==> config.mk <==
export PLATFORM = sky130hd
export DESIGN_NAME = regfile_wb_scheduler
export DESIGN_NICKNAME = d
export VERILOG_FILES = /design/src/rtl/regfile_wb_scheduler.sv
export SDC_FILE = /design/constraint.sdc
export NUM_CORES = 1
export LEC_CHECK = 0
export CAP_MARGIN = 40
export CELL_PAD_IN_SITES_DETAIL_PLACEMENT = 2
export CELL_PAD_IN_SITES_GLOBAL_PLACEMENT = 2
export CORE_MARGIN = 3
export CORE_UTILIZATION = 24
export DETAILED_ROUTE_END_ITERATION = 10
export HOLD_SLACK_MARGIN = 0.05
export MAX_ROUTING_LAYER = met4
export PLACE_DENSITY = 0.8
export SYNTH_ARGS = -nofsm -noshare
export SYNTH_HDL_FRONTEND = slang
export SYNTH_SLANG_ARGS = --single-unit
==> constraint.sdc <==
create_clock -name clk -period 1.9 [get_ports clk]
set_input_delay 0.19 -clock clk [delete_from_list [all_inputs] [get_ports clk]]
set_output_delay 0.19 -clock clk [all_outputs]
set_load 0.005 [all_outputs]
==> src/rtl/regfile_wb_scheduler.sv <==
// Register-file write-port scheduler: round-robin arbitration between ALU and load
// writebacks, one registered write per cycle, and a per-register busy scoreboard.
module regfile_wb_scheduler #(
  parameter int unsigned XLEN = 32,
  parameter int unsigned NREG = 32,
  parameter int unsigned AW   = 5
) (
  input  logic            clk,
  input  logic            reset,
  input  logic            iss_valid,
  input  logic [AW-1:0]   iss_rs1,
  input  logic [AW-1:0]   iss_rs2,
  input  logic [AW-1:0]   iss_rd,
  output logic            iss_stall,
  input  logic            alu_valid,
  input  logic [AW-1:0]   alu_rd,
  input  logic [XLEN-1:0] alu_data,
  output logic            alu_ready,
  input  logic            ld_valid,
  input  logic [AW-1:0]   ld_rd,
  input  logic [XLEN-1:0] ld_data,
  output logic            ld_ready,
  output logic            wr_en,
  output logic [AW-1:0]   wr_addr,
  output logic [XLEN-1:0] wr_data,
  output logic [NREG-1:0] busy_vec
);

  typedef enum logic {
    SRC_LOAD = 1'b0,
    SRC_ALU  = 1'b1
  } src_e;

  typedef struct packed {
    logic [AW-1:0]   rd;
    logic [XLEN-1:0] data;
  } wb_req_t;

  src_e            rr_ptr;
  logic [NREG-1:0] busy_q;
  logic [NREG-1:0] busy_d;
  logic            contested_c;
  logic            grant_alu_c;
  logic            grant_ld_c;
  logic            stall_c;
  logic            issue_c;
  logic            rs1_busy_c;
  logic            rs2_busy_c;
  logic            rd_busy_c;
  wb_req_t         sel_c;

  // Arbitration, hazard detection and next scoreboard state
  always_comb begin
    contested_c = alu_valid & ld_valid;
    grant_alu_c = alu_valid & (~ld_valid | (rr_ptr == SRC_ALU));
    grant_ld_c  = ld_valid & ~grant_alu_c;

    sel_c.rd   = alu_rd;
    sel_c.data = alu_data;
    if (grant_ld_c) begin
      sel_c.rd   = ld_rd;
      sel_c.data = ld_data;
    end

    // x0 is never tracked, so its lookups are forced clear
    rs1_busy_c = (iss_rs1 != '0) & busy_q[iss_rs1];
    rs2_busy_c = (iss_rs2 != '0) & busy_q[iss_rs2];
    rd_busy_c  = (iss_rd  != '0) & busy_q[iss_rd];
    stall_c    = iss_valid & (rs1_busy_c | rs2_busy_c | rd_busy_c);
    issue_c    = iss_valid & ~stall_c & (iss_rd != '0);

    // Clear applied before set so a fresh producer on the same register wins
    busy_d = busy_q;
    if (wr_en) begin
      busy_d[wr_addr] = 1'b0;
    end
    if (issue_c) begin
      busy_d[iss_rd] = 1'b1;
    end
    busy_d[0] = 1'b0;
  end

  assign iss_stall = stall_c;
  assign alu_ready = grant_alu_c;
  assign ld_ready  = grant_ld_c;
  assign busy_vec  = busy_q;

  // Round-robin pointer, registered write port and scoreboard
  always_ff @(posedge clk or posedge reset) begin
    if (reset) begin
      rr_ptr  <= SRC_LOAD;
      wr_en   <= 1'b0;
      wr_addr <= '0;
      wr_data <= '0;
      busy_q  <= '0;
    end else begin
      if (contested_c) begin
        rr_ptr <= (rr_ptr == SRC_LOAD) ? SRC_ALU : SRC_LOAD;
      end
      wr_en <= (grant_alu_c | grant_ld_c) & (sel_c.rd != '0);
      if (grant_alu_c | grant_ld_c) begin
        wr_addr <= sel_c.rd;
        wr_data <= sel_c.data;
      end
      busy_q <= busy_d;
    end
  end

endmodule

# Word-level counts from Yosys, hierarchy flattened
# Cells that the tools add are included.
[word_totals] output_inout_bits=73 word_cells=51 mem_count=0 mem_bits_ro=0 in_bits=94 ram_bits=0 reg_bits=70 latchBits=0
[op_classes] n_mux=14 order_cmp=6 reduce_logical=6 add_sub_neg=0 div=0 n_bitwise=20 mul=0 eq_ne=0 shifts=0
[op_table] op="32-bit 2-to-1 mux" n=2
[op_table] op="37-bit 2-to-1 mux" n=1
[op_table] op="32-bit bitwise AND" n=1
[op_table] op="32-bit inverter" n=1
[op_table] op="32-bit OR" n=1
[op_table] op="5-bit by 6-bit less-than comparator with 1-bit output, second input constant" n=4
[op_table] op="5-bit nonzero test" n=4
[op_table] op="1-bit binary-select mux with 5-bit select" n=3
[op_table] op="1-bit bitwise AND" n=10
[op_table] op="1-bit demux with 5-bit select" n=2
[op_table] op="5-bit by 1-bit >= comparator with 1-bit output, second input constant" n=2
[op_table] op="1-bit 2-to-1 mux" n=6
[op_table] op="1-bit OR" n=4
[op_table] op="1-bit inverter" n=3
[op_table] op="1-bit logical AND" n=2

# Depth between registers and ports, before layout
# Gate-level depths: netlist of the first run.
[depth] word_depth=10 mapped_depth=9 mapped_depth_nobuf=6

# Worst setup path before layout of the first run
# Ideal clock, no wire load.
[synth_timing] path_type="register to register" from="reg busy_q[7] (netlist: busy_vec[7])" to="reg busy_q[4] (netlist: busy_vec[4])" path_stages_with_launch=8 t_arrival_ns=2.018 setup_slack_ns=-0.214 synth_period_minus_slack_ns=2.114 setup_time_ns=0.095 path_cell_list="dfrtp_1 mux4_2 o2111ai_2 o31ai_1 a2111oi_2 nand3_2 buf_6 o31ai_1"
[synth_via] elab_chain_len=10 elab_cells_between_ends=16
[synth_lines] item="start, declared" line="40" rtl="logic [NREG-1:0] busy_q;"
[synth_lines] item="start signal, assigned" line="105" rtl="busy_q <= busy_d;"
[synth_lines] item="1-bit binary-select mux with 5-bit select, on equally long branches" line="66, 67"
[synth_lines] item="1-bit 2-to-1 mux, on equally long branches" line="66, 67"
[synth_lines] item="1-bit bitwise AND, on equally long branches" line="66, 67"
[synth_lines] item="1-bit OR" line="69" rtl="stall_c = iss_valid & (rs1_busy_c | rs2_busy_c | rd_busy_c);"
[synth_lines] item="1-bit OR (*)" line="69"
[synth_lines] item="1-bit bitwise AND (*)" line="69"
[synth_lines] item="1-bit inverter (*)" line="70" rtl="issue_c = iss_valid & ~stall_c & (iss_rd != '0);"
[synth_lines] item="1-bit bitwise AND (*) (2 in a row)" line="70"
[synth_lines] item="32-bit 2-to-1 mux (*)" line="77" rtl="if (issue_c) begin"
[synth_lines] item="via busy_d[4]" line="41" rtl="logic [NREG-1:0] busy_d;"
# The timed path passes the listed nets; every way through them passes the cells marked *. The select of a mux whose other input is x is not followed.
# A chain may end at the register's enable or synchronous reset.

# Final worst setup path of the first run
[layout_timing] from="reg busy_q[27] (netlist: busy_vec[27])" to="out iss_stall"
[layout_via] elab_chain_len=6 elab_cells_between_ends=12
[layout_lines] item="1-bit binary-select mux with 5-bit select, on equally long branches" line="66, 67"
[layout_lines] item="1-bit 2-to-1 mux, on equally long branches" line="66, 67"
[layout_lines] item="1-bit bitwise AND, on equally long branches" line="66, 67"
[layout_lines] item="1-bit OR" line="69"
[layout_lines] item="1-bit OR (*)" line="69"
[layout_lines] item="1-bit bitwise AND (*)" line="69"
[layout_lines] item="end, declared" line="14" rtl="output logic iss_stall,"
# Mark *: on every way between the ends. The rest lies on a longest branch, timed or not. The select of a mux whose other input is x is not followed.

==> summary.md, run 1 <==
| Metric | Value |
|---|---|
| Vias in the first global route | `5354` |
| Worst-Margin Slew | `678 ps` |
| Setup ws final | `-590 ps` |
| Crit. Startpoint | `busy_vec[27]$_DFF_PP0_` |
| Clock slew at reported path FFs | `60 ps` |
| Ratio of cells with drive above 1 in the final layout | `0.248` |
| Die Wd | `140 um` |
| Pre-CTS setup slack | `-1090 ps` |
| Initial antenna violation count | `0` |
| Register area share after synthesis | `0.408` |
| Crit-path cells | `mux4_2 > a32o_1 > nor4_2 > nand3_1 > o21a_1 > buf_2` |
| Antenna fix cells | `0` |
| Worst Skew | `8.34 ps` |
| Netlist Area Pre-Place | `0.00429 mm2` |
| Final Hold Vio Count | `0` |
| Tot Pwr | `0.00870 W` |
| Worst EP arrival | `2300 ps` |
| GP Congestion | `0.872` |
| CP Capture Type | `output pin` |
| Failing checks | `setup timing` |
| RR Startpoint | `busy_vec[24]$_DFF_PP0_` |
| Flop pwr share | `0.311` |
| Combinational power share | `0.494` |
| Die Ht | `140 um` |
| Setup total negative slack | `-16920 ps` |
| Total wire length | `20500 um` |
| GRT Util Overall | `0.214` |
| DR vias/cell | `5.16` |
| Slowest CP cell | `mux4_2` |
| Cts bufs inserted | `9` |
| DRT Pass-1 Iters | `4` |
| Drt wl/cell | `23.2 um` |
| R2R cell count | `9` |
| Max-capacitance violation count | `0` |
| Total gr overflow | `0` |
| RSZ-0062 raised after global routing | `yes` |
| Status | `finished with violations` |
| Fmax | `0.402 GHz` |
| I/O Buffers | `165` |
| First-pass GRT wire length | `31500 um` |
| Switch share | `0.357` |
| Count of flip-flops with a built-in enable after synthesis | `0` |
| CP Class | `register to output pin` |
| Psw | `0.00311 W` |
| Finished Layout Cells | `882` |
| Clock Power Share | `0.195` |
| Synth warnings | `0` |
| Clk sinks | `70` |
| Htree depth | `3` |
| Maximum VDD drop | `0.496 mV` |
| FF+latch area | `0.00175 mm2` |
| Reg2reg setup slack | `-590 ps` |
| Syn Area/Cell | `10.2 um2` |
| Syn Inst Count | `422` |
| Die area | `0.0195 mm2` |
| Root Driver | `clkbuf_16` |
| Final ANT Viol Nets | `0` |
| TritonCTS clock tree | `done` |
| Clk buf depth | `2` |
| CTS hold repair buffers | `0` |
| Slowest cell delay on critical path | `510 ps` |
| # fillers | `1846` |
| Area of the multi-input gates | `0.00250 mm2` |
| # setup viols final | `32` |
| Cells after DPL | `859` |
| RR Endpoint | `busy_vec[25]$_DFF_PP0_` |
| Residual DRC | `0` |
| Tcrit/Tclk final | `1.31` |
| Yosys reg bits | `70` |
| Core area | `0.0174 mm2` |
| Max-slew violations | `0` |
| Iteration-0 DRC Markers | `162` |
| Latest clock arrival within the worst-skew pair | `330 ps` |
| HP Class | `input pin to async pin` |
| Mapped Nets | `516` |
| Slew Limit Headroom | `0.547` |
| CP startpoint kind | `register` |
| Minimum clock period after layout | `2490 ps` |
| P&R area growth vs syn | `69.2%` |
| Max FO, Critical Path | `4` |
| Main flop type after synthesis | `dfrtp_1` |
| Leak pwr | `3.01 nW` |
| Hpwl dp | `15900 um` |
| Internal Dissipation | `0.00560 W` |
| Synth unique cells | `54` |
| Core Rows | `48` |
| Nets | `746` |
| Pwr dens | `1200 mW/mm2` |
| WP data required | `1710 ps` |
| Initial Util | `0.247` |
| Vias | `4553` |
| Asr flop ratio synth | `1.00` |
| Top-Level Pins | `167` |
| Largest net degree at the start of global routing | `74` |
-- critical path: cells and delay by family (launching register included) --
family | cells | cell delay (ps)
buffers and inverters | 1 | 120
AO/OA/AOI/OAI | 2 | 480
flip-flops | 1 | 460
AND/OR/NAND/NOR | 2 | 400
multiplexers | 1 | 510
-- placed cells by master (no fill, tap or decap), types with 3 or more instances in the layout --
| cell type | count |
|---|---|
| nor2b_1 | 6 |
| o21ai_0 | 33 |
| buf_6 | 3 |
| nand3b_1 | 6 |
| buf_2 | 3 |
| mux2i_1 | 50 |
| o31ai_2 | 23 |
| nor2_1 | 43 |
| o31ai_1 | 9 |
| inv_1 | 6 |
| a21oi_1 | 39 |
| buf_4 | 79 |
| clkdlybuf4s50_1 | 157 |
| clkbuf_16 | 9 |
| dlygate4sd2_1 | 3 |
| mux4_2 | 9 |
| nand2b_1 | 10 |
| clkinv_2 | 3 |
| o22ai_1 | 4 |
| or3b_2 | 5 |
| dlymetal6s2s_1 | 3 |
| mux2_1 | 7 |
| nand3_1 | 7 |
| buf_12 | 6 |
| or3_1 | 4 |
| dfrtp_1 | 68 |
| a2111oi_1 | 3 |
| nand2_1 | 9 |
-- routing by layer --
metal	track usage	vias to the layer above	wire length, um
met5	-	-	0
met3	0.0529	18	1440
met4	0.0627	0	345
met2	0.363	189	10300
met1	0.252	2314	8420
li1	-	2032	-
-- power by group through the flow --
stage | Combinational (W) | Clock [W] | Sequential (W)
after global placement | 0.00392 | 0 | 0.00267
final | 0.00430 | 0.00170 | 0.00271
after floorplan | 0.00141 | 0 | 0.00248
after global routing | 0.00463 | 0.00181 | 0.00277
after CTS | 0.00425 | 0.00176 | 0.00269
after detailed placement | 0.00408 | 0 | 0.00270
-- cell type report --
class	count	area share
Tap cell	225	0.0387
Clock inverter	4	0.00620
Clock buffer	12	0.0353
Sequential cell	70	0.241
Multi-Input combinational cell	309	0.344
Inverter	8	0.00465
Timing Repair Buffer	254	0.330
-- sequential cells by signal, summed over array words and instances, names as in the netlist --
register and cells:
wr_data 32, busy_vec 31, rr_ptr 1, wr_en 1
wr_addr 5
-- worst max-delay path by stage --
stage,endpoint,depth (start not counted)
after floorplan,busy_vec[25]$_DFF_PP0_,6
after global placement,iss_stall,8
after detailed placement,busy_vec[27]$_DFF_PP0_,10
after CTS,iss_stall,8
after global routing,iss_stall,7
final,iss_stall,6
-- kinds of logic after synthesis --
kind of cell | synth area share
flops | 0.408
compound gates | 0.203
simple gates | 0.138
buf+inv | 0.0519
other cells | 0.000873
xor+xnor | 0.00204
mux | 0.197
-- cell usage after synthesis (all sizes together), types with 6 or more instances --
library cell / number / share of area
nand2: 9 / 0.0079
nand2b: 10 / 0.015
mux2i: 50 / 0.12
mux4: 11 / 0.059
inv: 8 / 0.0070
o21ai: 34 / 0.040
nor2: 43 / 0.038
nand3: 9 / 0.012
nand3b: 7 / 0.013
dfrtp: 70 / 0.41
mux2: 8 / 0.021
o31ai: 33 / 0.071
a2111oi: 6 / 0.014
buf: 18 / 0.030
or3b: 7 / 0.014
nor2b: 6 / 0.0087
clkbuf: 17 / 0.015
a21oi: 40 / 0.047
-- through the flow --
| step | hold WS (ps) | area, um2 | util |
|---|---|---|---|
| 2_1_floorplan | 345 | 4300 | - |
| 3_3_place_gp | 554 | 6740 | 0.387 |
| 3_5_place_dp | 570 | 6740 | 0.387 |
| 4_1_cts | 264 | 7180 | 0.412 |
| 5_1_grt | 289 | 7270 | 0.417 |
| 6_report | 251 | 7270 | 0.417 |
-- timing repair --
action | in CTS | in global routing
setup buffers | 6 | 1
endpoints found under the hold margin | 0 | 0
endpoints found under the setup margin | 33 | 32
cloned | 0 | 1
resized for setup | 27 | 19
pin swaps | 5 | 7
(Power assumes the default switching activity.)
==> run 2, diff against run 1 <==
- RECOVER_POWER: unset -> 50
==> run 2 against run 1 <==
- the run still ends with setup timing left
- clock-buffer cell count stayed put
- combinational power is essentially flat
- final cell count is the same
- critical path depth up 3
- non-clock buffer count unchanged
- core utilization shrank 0.29 points
- sequential share of layout area is 0.17 points higher
- critical endpoint is now busy_vec[25]$_DFF_PP0_
- highest routed layer unchanged
==> summary.md, run 2 (same netlist as run 1, synthesis figures left out) <==
| Metric | Value |
|---|---|
| I/O Buffers | `165` |
| DR vias/cell | `5.17` |
| CTS hold repair buffers | `0` |
| Worst Skew | `6.87 ps` |
| Htree depth | `3` |
| Reg with most FFs | `wr_data` |
| RSZ-0062 raised after global routing | `yes` |
| Die Ht | `140 um` |
| Vias | `4561` |
| Placed cell area | `0.00674 mm2` |
| Most frequent cells in the layout | `clkdlybuf4s50_1, buf_4, dfrtp_1` |
| Clk buf depth | `2` |
| First-pass GRT wire length | `31500 um` |
| Minimum clock period after layout | `2490 ps` |
| Setup ws final | `-595 ps` |
| Drt wl/cell | `23.3 um` |
| Final Hold Vio Count | `0` |
| Initial antenna violation count | `0` |
| Leak pwr | `2.99 nW` |
| Most common cell after layout, fill and taps aside | `clkdlybuf4s50_1` |
| GP Congestion | `0.872` |
| Worst-Margin Slew | `1290 ps` |
| Worst EP arrival | `2720 ps` |
| Cells after DPL | `859` |
| Core area | `0.0174 mm2` |
| Max-capacitance violation count | `0` |
| CP Class | `register to register` |
| Final Util | `0.414` |
| Die Wd | `140 um` |
| Nets | `746` |
| Largest register FFs | `32` |
| Cts bufs inserted | `9` |
| Latest clock arrival within the worst-skew pair | `340 ps` |
| Total wire length | `20600 um` |
| Pre-CTS setup slack | `-1090 ps` |
| # setup viols final | `32` |
| Failing checks | `setup timing` |
| Initial Util | `0.247` |
| Slowest cell delay on critical path | `440 ps` |
| Crit-path cells | `buf_4 > mux2_2 > o311ai_1 > o31ai_4 > buf_4 > a2111oi_4 > nand3_2 > buf_12 > o31ai_1` |
| Residual DRC | `0` |
| Maximum VDD drop | `0.507 mV` |
| Ratio of cells with drive above 1 in the final layout | `0.247` |
| Max-slew violations | `0` |
| DRT Pass-1 Iters | `4` |
| Fmax | `0.401 GHz` |
| Tcrit/Tclk final | `1.31` |
| TritonCTS clock tree | `done` |
| Clk sinks | `70` |
| GRT Util Overall | `0.214` |
| Pwr dens | `1210 mW/mm2` |
| Total gr overflow | `0` |
| Finished Layout Cells | `882` |
| Vias in the first global route | `5354` |
| CP Capture Type | `register` |
| Max FO, Critical Path | `31` |
| Top-Level Pins | `167` |
| Status | `finished with violations` |
| Slew Limit Headroom | `0.139` |
| WP data required | `2130 ps` |
| Hpwl dp | `15900 um` |
| Slowest CP cell | `dfrtp_1` |
| P&R area growth vs syn | `68.0%` |
| HP Class | `input pin to register` |
| Antenna fix cells | `0` |
| Iteration-0 DRC Markers | `146` |
| Cell repeated most along the worst path | `buf_4` |
| Root Driver | `clkbuf_16` |
| Die area | `0.0195 mm2` |
| Clock slew at reported path FFs | `50 ps` |
| Largest net degree at the start of global routing | `74` |
| Post-route cell area | `0.00721 mm2` |
| CP startpoint kind | `register` |
| Final ANT Viol Nets | `0` |
| Core Rows | `48` |
==> run 2: what timing repair did <==
item | in CTS | in global routing
pin swaps | 5 | 7
buffers inserted | 6 | 1
resized for setup | 27 | 19
setup endpoints to repair | 33 | 32
endpoints found under the hold margin | 0 | 0
cloned | 0 | 1
==> run 2: area by class of cell <==
| type | count | area, um2 |
|---|---|---|
| clock buffers | 12 | 256 |
| clock inverters | 4 | 45.0 |
| fillers | 1853 | 10200 |
| inverters | 8 | 31.3 |
| multi-input cells | 309 | 2500 |
| flip-flops and latches | 70 | 1750 |
| well taps | 225 | 282 |
| repair buffers | 254 | 2350 |
==> run 2: final timing paths <==
path | depth (start not counted) | slack, ps | end | from
worst max-delay path | 9 | -590 | busy_vec[25]$_DFF_PP0_ | busy_vec[24]$_DFF_PP0_
worst min-delay path | 3 | 280 | wr_en$_DFF_PP0_ | ld_valid
worst max register to register | 9 | -590 | busy_vec[25]$_DFF_PP0_ | busy_vec[24]$_DFF_PP0_
worst min register to register | 2 | 580 | wr_data[30]$_DFFE_PP0P_ | wr_data[30]$_DFFE_PP0P_
max in group asynchronous | 3 | 460 | wr_data[6]$_DFFE_PP0P_ | reset
min in group asynchronous | 2 | 460 | busy_vec[18]$_DFF_PP0_ | reset
==> run 2: where the power goes <==
part | leakage (nW) | internal (W) | switching [W] | total [W]
Combinational | 2.02 | 0.00249 | 0.00179 | 0.00428
Sequential | 0.817 | 0.00201 | 0.000701 | 0.00271
Clock | 0.152 | 0.00108 | 0.000627 | 0.00171
==> run 2: stage by stage <==
step           TNS, ps  power (W)  hold slack, ps
2_1_floorplan    -3550    0.00389             345
3_3_place_gp    -30760    0.00659             554
3_5_place_dp    -31710    0.00677             570
5_1_grt         -21400    0.00920             320
6_report        -17060    0.00870             276
4_1_cts         -19020    0.00870             264
==> run 2: critical path: cells and delay by family, from the launching register on <==
kind	cells	cell delay, ps
buffers and inverters	3	530
DFF	1	440
AOI/OAI and AO/OA	4	990
muxes	1	250
and+or+nand+nor	1	160
==> run 2: metal layers <==
metal  wire length [um]  up-vias  share of wire  global-route usage
met5                  0        -              0                   -
met1               8480     2306           0.41               0.252
met3               1440       24          0.070              0.0529
met4                447        0          0.022              0.0627
li1                   -     2032              -                   -
met2              10200      199           0.50               0.363
